==> src/rtl/bcd_serial_adder_ctrl.sv <==
// bcd_serial_adder_ctrl: digit-serial packed-BCD add/subtract using one time-shared BCD digit stage
module bcd_serial_adder_ctrl #(
    parameter int DIGITS = 4
) (
    input  logic                  clk,
    input  logic                  rst,
    input  logic                  start,
    input  logic                  op,
    input  logic [4*DIGITS-1:0]   a,
    input  logic [4*DIGITS-1:0]   b,
    input  logic                  cin,
    output logic                  busy,
    output logic                  done,
    output logic [4*DIGITS-1:0]   sum,
    output logic                  cout,
    output logic                  err
);
    localparam int IW = $clog2(DIGITS);

    typedef enum logic [1:0] {IDLE, RUN, DONE} state_t;

    state_t              state, nxt;
    logic [4*DIGITS-1:0] a_r, b_r;
    logic                op_r, carry, gt, last, accept;
    logic [IW-1:0]       idx;
    logic [3:0]          a_d, b_d, bd, sd;
    logic [4:0]          z;

    // Single BCD digit stage on the digit selected by idx; subtract feeds the nine's complement of b
    always_comb begin
        a_d = a_r[idx*4 +: 4];
        b_d = b_r[idx*4 +: 4];
        bd  = op_r ? 4'd9 - b_d : b_d;
        z   = {1'b0, a_d} + {1'b0, bd} + {4'b0, carry};
        gt  = z > 5'd9;
        sd  = z[3:0] + (gt ? 4'd6 : 4'd0);
    end

    // Next state: a start is taken whenever not mid-operation, which gives back-to-back from DONE
    always_comb begin
        last   = idx == IW'(DIGITS - 1);
        accept = start && state != RUN;
        nxt    = state == RUN ? (last ? DONE : RUN) : (start ? RUN : IDLE);
        busy   = state == RUN;
        done   = state == DONE;
    end

    // State, operand capture and per-digit result/carry/error update
    always_ff @(posedge clk) begin
        if (rst) begin
            state <= IDLE;
            a_r   <= '0;
            b_r   <= '0;
            op_r  <= 1'b0;
            carry <= 1'b0;
            idx   <= '0;
            sum   <= '0;
            cout  <= 1'b0;
            err   <= 1'b0;
        end else begin
            state <= nxt;
            if (accept) begin
                a_r   <= a;
                b_r   <= b;
                op_r  <= op;
                carry <= op ? 1'b1 : cin;
                idx   <= '0;
                sum   <= '0;
                err   <= 1'b0;
            end else if (state == RUN) begin
                sum[idx*4 +: 4] <= sd;
                carry           <= gt;
                err             <= err | (a_d > 4'd9) | (b_d > 4'd9);
                idx             <= idx + 1'b1;
                if (last)
                    cout <= gt;
            end
        end
    end
endmodule

==> config.mk <==
export PLATFORM = sky130hd
export DESIGN_NAME = bcd_serial_adder_ctrl
export DESIGN_NICKNAME = d
export VERILOG_FILES = /design/src/rtl/bcd_serial_adder_ctrl.sv
export SDC_FILE = /design/constraint.sdc
export NUM_CORES = 1
export LEC_CHECK = 0
export CORE_MARGIN = 2
export CORE_UTILIZATION = 50
export CTS_CLUSTER_SIZE = 25
export DETAILED_ROUTE_END_ITERATION = 8
export PLACE_DENSITY = 0.9
export SKIP_CTS_REPAIR_TIMING = 1
export SLEW_MARGIN = 10
export SYNTH_ARGS = -nofsm -noshare
export SYNTH_HDL_FRONTEND = slang
export SYNTH_SLANG_ARGS = --single-unit
==> constraint.sdc <==
create_clock -name clk -period 5.35 [get_ports clk]
set_input_delay 0.8025 -clock clk [delete_from_list [all_inputs] [get_ports clk]]
set_output_delay 0.8025 -clock clk [all_outputs]
set_load 0.01 [all_outputs]
==> key figures, run 1 <==
Status
  • Status: completed

Global route
  • Vias in the first global route: 2250
  • Initial antenna violation count: 0
  • Largest net degree at the start of global routing: 41
  • Aggregate global routing overflow: 0
  • First-pass GRT wire length: around 10 mm
  • Total Routing Usage GR: between 20% and 30%

Final layout
  • Most common cell after layout, fill and taps aside: nand2_1
  • Fin cells: 415
  • Commonest non-fill, non-tap cells in the layout: 80 x nand2_1, 56 x dfxtp_1, 56 x clkdlybuf4s50_1
  • Final core utilization: approximately two thirds
  • Design area: 3280 µm²
  • Layout net count: between 300 and 400
  • Layout Area Growth over Synthesis: 25.3%
  • # diodes: 0
  • Share of layout cells above drive strength 1: 5.51%

Place
  • Port bufs: 56
  • Placer congestion estimate: just over 0.8
  • Placed insts: 407
  • Post-place instance area: about 3200 µm²
  • HPWL Detailed: approximately 4.2 mm
  • Post-place setup slack: 1.27 ns

CTS
  • Root Buffer: clkbuf_8
  • Clock sink count: 56
  • CTS tree: yes
  • Clock-pin slew of the registers on the worst-case setup and hold paths: 0.10 ns
  • CTS Buf Count: 5
  • Longest Clk Path Bufs: 2
  • Number of H-tree levels: 2
  • Clk_lat worst skew: 0.31 ns

Floorplan
  • Starting Density: 51.6%
  • Core area: about 5100 µm²
  • Die span in x: 76.4 µm
  • FP Rows: 26
  • Die Area: about 5800 µm²
  • # IOs: 57
  • Die H: 76.4 µm

Detailed routing
  • Max layer used: met4
  • DRT Pass-1 Iters: 4
  • Antenna viol nets, final: 0
  • Initial DRC count: between 100 and 150
  • Met2 wire len: 2.97 mm
  • WL met1: between 2 and 2.5 mm
  • Routed wire length: about 5.6 mm
  • Wire length on met3: 283 µm
  • DR vias: 2205
  • DRC viols: 0
  • WL/cell: 13.6 µm
  • Via/cell ratio: 5.31

Pwr
  • P per Cell Area: 263 nW/µm²
  • Design Power: 0.863 mW
  • Logic pwr share: 20.6%
  • Internal power: 0.626 mW
  • Seq pwr share: 51.7%
  • Leakage: ~1.2 nW
  • P_sw: 0.237 mW
  • Worst vdd ir: 0.000143 V
  • Switching share of power: 27.4%
  • Clock share of power: 27.7%

Worst setup path
  • CP Data Arrival Time: 4.42 ns
  • Setup crit end kind: flip-flop
  • CP Class: flip-flop to flip-flop
  • Type of origin of the critical path: flip-flop
  • Worst-path maximum fanout: 13
  • WP data required: about 5.6 ns

Logic synthesis
  • Mean Syn Cell Area: 8.88 µm²
  • Synth Warn #: 0
  • Synth Register Bits: 56
  • Netlist Area Pre-Place: 2620 µm²
  • Mapped Cells: between 200 and 300
  • Sequential fraction of the synthesis area: 42.8%
  • Post-Syn Nets: 346
  • Synth unique cells: 39

Timing
  • Final Worst Setup Slack: 1.15 ns
  • Slew HR: 55.0%
  • Fin. max-slew vios: 0
  • Unrepaired setup endpoints after global routing: false
  • F_max: 0.238 GHz
  • Worst Max-Slew Pin Slew: approximately 0.68 ns
  • Fin. Hold Viols: 0
  • Final Skew: around 0.011 ns
  • Final Cycle Share: 78.5%
  • Fin crit period: 4.20 ns
  • TNS Setup: 0 ns
  • Endpoints failing setup: 0
  • Final hold slack: 0.460 ns

Job
  • Max-Cap Viols: 0

Hold path
  • Min-Delay Path Class: flip-flop to flip-flop
-- cell usage after synthesis (all sizes together) --
cell	number	area share [%]
a32oi	1	0.33
dfxtp	56	43
nand2	81	12
nor4	1	0.24
o221ai	1	0.33
a21oi	41	7.8
o32ai	1	0.33
xor2	1	0.33
or2	1	0.24
nand4b	1	0.33
and2	1	0.33
nor2b	1	0.24
nand4	3	0.72
nand2b	4	1.2
nand3	5	0.95
xnor2	4	1.3
ha	11	5.3
buf	14	3.5
o21ai	1	0.19
fa	3	2.3
inv	10	1.4
o2111ai	2	0.67
mux4	8	7.6
o22ai	1	0.24
o41ai	1	0.33
a21o	1	0.29
a211oi	1	0.29
o31ai	4	1.1
nand3b	1	0.29
clkbuf	3	0.43
a2bb2oi	9	3.0
nor2	22	3.8
-- kinds of logic (layout without fill, tap and decap cells) --
kind of cell / after synthesis / in the layout / synth area share, %
simple gates: 121 / 121 / 20.1
buf+inv: 27 / 77 / 5.35
flops: 56 / 56 / 42.8
xor+xnor: 5 / 5 / 1.67
compound gates: 64 / 64 / 15.0
fa+ha+maj: 14 / 14 / 7.55
mux: 8 / 8 / 7.59
-- power by group through the flow --
| stage | sequential (mW) | combinational [mW] | clock, mW |
|---|---|---|---|
| finish | 0.446 | 0.178 | 0.239 |
| global route | 0.449 | 0.195 | 0.260 |
| global placement | 0.455 | 0.168 | 0 |
| floorplan | 0.453 | 0.123 | 0 |
| CTS | 0.446 | 0.178 | 0.242 |
| detailed placement | 0.456 | 0.176 | 0 |
-- critical path: stages (launching register included) --
cell and delay (ns):
dfxtp_1 0.33, buf_4 0.21, mux4_1 0.61, xnor2_1 0.17, fa_1 0.40, inv_2 0.08, fa_1 0.46, o22ai_1 0.16
a21oi_1 0.10, a211oi_1 0.42, nor2_1 0.10, ha_1 0.21, inv_1 0.06, fa_1 0.18, xor2_1 0.18, xnor2_1 0.16
o31ai_1 0.27
-- layer usage --
layer	vias up	GRT usage, %
met5	-	0
met4	0	6.36
met3	4	3.67
met2	63	37.0
met1	1034	24.0
li1	1104	-
-- area by class of cell --
cell class                 count  area [µm²]
timing repair buffer          59         583
multi-input combinational    212        1360
tap                           70        87.6
clock inverter                 1        7.51
fill                         433        1790
clock buffer                   7        86.3
sequential                    56        1120
inverter                      10        37.5
-- final timing paths --
path | from | end | slack [ns] | cells past startpoint
worst max-delay path | idx[1]$_SDFFE_PP0P_ | sum[7]$_SDFFE_PP0P_ | 1.15 | 16
worst max register to register | idx[1]$_SDFFE_PP0P_ | sum[7]$_SDFFE_PP0P_ | 1.15 | 16
worst min register to register | a_r[2]$_SDFFE_PP0P_ | a_r[2]$_SDFFE_PP0P_ | 0.46 | 2
worst min-delay path | a_r[2]$_SDFFE_PP0P_ | a_r[2]$_SDFFE_PP0P_ | 0.46 | 2
-- state kept, by name, summed over array words and instances, names as in the netlist --
register  cells
a_r          16
b_r          16
carry         1
cout          1
err           1
idx           2
op_r          1
state         2
sum          16
No activity file was read; power rests on OpenSTA's default activity.
==> inputs of run 2 (changes only) <==
- clock period: 5.35 -> 4.05 ns (I/O delays scaled with it)
==> run 2 against run 1 <==
  * Sequential cell count unchanged
  * Clock-buffer cell count shrank 1
  * Utilization up 0.74 points
  * Highest routed layer unchanged
  * Largest cell class unchanged
  * Cell area grew 1.1%
  * Worst setup slack got worse by 0.94 ns
  * Sequential power rose by 32%
==> key figures, run 2 (same netlist as run 1, synthesis figures left out) <==
Global route
  • Vias in the first global route: 2144 (was 2250)
  • Initial antenna violation count: 0 (unchanged)
  • Total Routing Usage GR: 20.1% (was 20.3%)
  • Aggregate global routing overflow: 0 (unchanged)
  • First-pass GRT wire length: 9.59 mm (was 9.85 mm)
  • Largest net degree at the start of global routing: 40 (was 41)

Floorplan
  • Die H: 76.4 µm (unchanged)
  • Die Area: 5840 µm² (unchanged)
  • Core area: 5070 µm² (unchanged)
  • # IOs: 57 (unchanged)
  • FP Rows: 26 (unchanged)
  • Die span in x: 76.4 µm (unchanged)
  • Starting Density: 51.6% (unchanged)

Worst setup path
  • Worst path cell trace: mux4_1, xnor2_1, fa_1, inv_2, fa_1, nor2_1, a32oi_1, a211oi_2, or2_2, fa_1, xor2_2, xnor2_2, o31ai_1 (was buf_4, mux4_1, xnor2_1, fa_1, inv_2, fa_1, o22ai_1, a21oi_1, a211oi_1, nor2_1, ha_1, inv_1, fa_1, xor2_1, xnor2_1, o31ai_1)
  • Worst-path maximum fanout: 4 (was 13)
  • Setup crit end kind: flip-flop (unchanged)
  • WP data required: 4.26 ns (was 5.57 ns)
  • CP Class: flip-flop to flip-flop (unchanged)
  • Slowest cell on the critical path: mux4_1 (unchanged)
  • Reg2reg setup slack: 0.20 ns (was 1.15 ns)
  • Max stage delay on crit path: 0.59 ns (was 0.61 ns)
  • CP Data Arrival Time: 4.06 ns (was 4.42 ns)
  • Type of origin of the critical path: flip-flop (unchanged)
  • CP dominant cell by count: fa_1 (unchanged)
  • CP delay by family, top: adder cells (unchanged)
  • CP Buf/Inv Count: 1 (was 3)

Timing
  • TNS Setup: 0 ns (unchanged)
  • Fin. Hold Viols: 0 (unchanged)
  • Endpoints failing setup: 0 (unchanged)
  • Fin crit period: 3.85 ns (was 4.20 ns)
  • Worst Max-Slew Pin Slew: 0.651 ns (was 0.675 ns)
  • Final Worst Setup Slack: 0.204 ns (was 1.15 ns)
  • Fin. max-slew vios: 0 (unchanged)
  • Unrepaired setup endpoints after global routing: false (unchanged)
  • Final Skew: 0.00410 ns (was 0.0106 ns)
  • F_max: 0.260 GHz (was 0.238 GHz)
  • Slew HR: 56.6% (was 55.0%)
  • Final hold slack: 0.457 ns (was 0.460 ns)
  • Final Cycle Share: 95.0% (was 78.5%)

CTS
  • Clk_lat worst skew: 0.30 ns (was 0.31 ns)
  • CTS tree: yes (unchanged)
  • Clock-pin slew of the registers on the worst-case setup and hold paths: 0.09 ns (was 0.10 ns)
  • Longest Clk Path Bufs: 2 (unchanged)
  • Clock sink count: 56 (unchanged)
  • CTS Buf Count: 5 (unchanged)
  • Root Buffer: clkbuf_8 (unchanged)
  • Number of H-tree levels: 2 (unchanged)

Pwr
  • Clock share of power: 26.9% (was 27.7%)
  • Leakage: 1.25 nW (was 1.23 nW)
  • Internal power: 0.831 mW (was 0.626 mW)
  • P_sw: 0.307 mW (was 0.237 mW)
  • Worst vdd ir: 0.000222 V (was 0.000143 V)
  • P per Cell Area: 343 nW/µm² (was 263 nW/µm²)
  • Switching share of power: 27.0% (was 27.4%)
  • Logic pwr share: 21.3% (was 20.6%)
  • Seq pwr share: 51.8% (was 51.7%)

Detailed routing
  • Wire length on met3: 237 µm (was 283 µm)
  • DRT Pass-1 Iters: 4 (unchanged)
  • DR vias: 2219 (was 2205)
  • Antenna viol nets, final: 0 (unchanged)
  • DRC viols: 0 (unchanged)
  • Via/cell ratio: 5.32 (was 5.31)
  • Max layer used: met4 (unchanged)
  • WL met1: 2.46 mm (was 2.36 mm)
  • WL/cell: 13.6 µm (about the same)
  • Initial DRC count: 179 (was 141)
  • Routed wire length: 5.65 mm (was 5.63 mm)
  • Met2 wire len: 2.90 mm (was 2.97 mm)

Place
  • HPWL Detailed: 4.25 mm (was 4.16 mm)
  • Post-place instance area: 3200 µm² (was 3190 µm²)
  • Placer congestion estimate: 0.878 (was 0.823)
  • Post-place setup slack: 0.174 ns (was 1.27 ns)
  • Port bufs: 56 (unchanged)
  • Placed insts: 408 (was 407)

Final layout
  • Fin cells: 417 (was 415)
  • Most common cell after layout, fill and taps aside: nand2_1 (unchanged)
  • Fillers: 432 (was 433)
  • Layout net count: 397 (was 395)
  • Top Registers: a_r x16, b_r x16, sum x16 (unchanged)
  • Commonest non-fill, non-tap cells in the layout: 80 x nand2_1, 56 x clkdlybuf4s50_1, 55 x dfxtp_1 (was 80 x nand2_1, 56 x dfxtp_1, 56 x clkdlybuf4s50_1)
  • Layout Area Growth over Synthesis: 26.7% (was 25.3%)
  • Share of layout cells above drive strength 1: 7.78% (was 5.51%)
  • Design area: 3320 µm² (was 3280 µm²)
  • # diodes: 0 (unchanged)

Hold path
  • Min-Delay Path Class: flip-flop to flip-flop (unchanged)

Status
  • Status: completed (unchanged)

Job
  • Max-Cap Viols: 0 (unchanged)
run 2: cell types whose count changed in the layout (fill, tap and decap cells not counted), sizes merged:
cell      previous run  this run
buf                  3         5
clkinv               0         2
clkbuf               7         6
clkinvlp             1         0
run 2: metal layers:
metal / vias to the layer above / GRT usage (%)
met5: - / 0
met4: 0 / 5.27
met3: 5 / 4.50
met2: 59 / 36.0
met1: 1046 / 24.4
li1: 1109 / -
run 2: power groups by stage:
stage          combinational (mW)  clock (mW)  sequential (mW)
2_1_floorplan               0.162           0            0.598
3_3_place_gp                0.224           0            0.601
3_5_place_dp                0.233           0            0.603
4_1_cts                     0.233       0.311            0.590
5_1_grt                     0.264       0.332            0.593
6_report                    0.242       0.306            0.590
run 2: stage by stage:
step / power [mW] / util, %
finish: 1.14 / 65.4
global route: 1.19 / 65.4
CTS: 1.13 / 64.8
detailed placement: 0.835 / 63.0
global placement: 0.826 / 63.0
floorplan: 0.761 / -
run 2: path summary, 6_finish.rpt:
path / from / end / cells after the start
worst max-delay path: idx[1]$_SDFFE_PP0P_ / sum[3]$_SDFFE_PP0P_ / 13
worst min-delay path: a_r[10]$_SDFFE_PP0P_ / a_r[10]$_SDFFE_PP0P_ / 2
worst min register to register: a_r[10]$_SDFFE_PP0P_ / a_r[10]$_SDFFE_PP0P_ / 2
worst max register to register: idx[1]$_SDFFE_PP0P_ / sum[3]$_SDFFE_PP0P_ / 13
run 2: worst min-delay path: stages, from the launching register on:
cell and delay, ns:
dfxtp_1 0.32, nand2_1 0.05, a21oi_1 0.05
run 2: layout make-up:
class	instances	area [µm²]	area share, %
tap	70	87.6	2.64
clock inverter	2	10.0	0.302
timing repair buffer	61	598	18.0
sequential	56	1120	33.8
clock buffer	6	82.6	2.49
multi-input combinational	212	1380	41.6
inverter	10	37.5	1.13
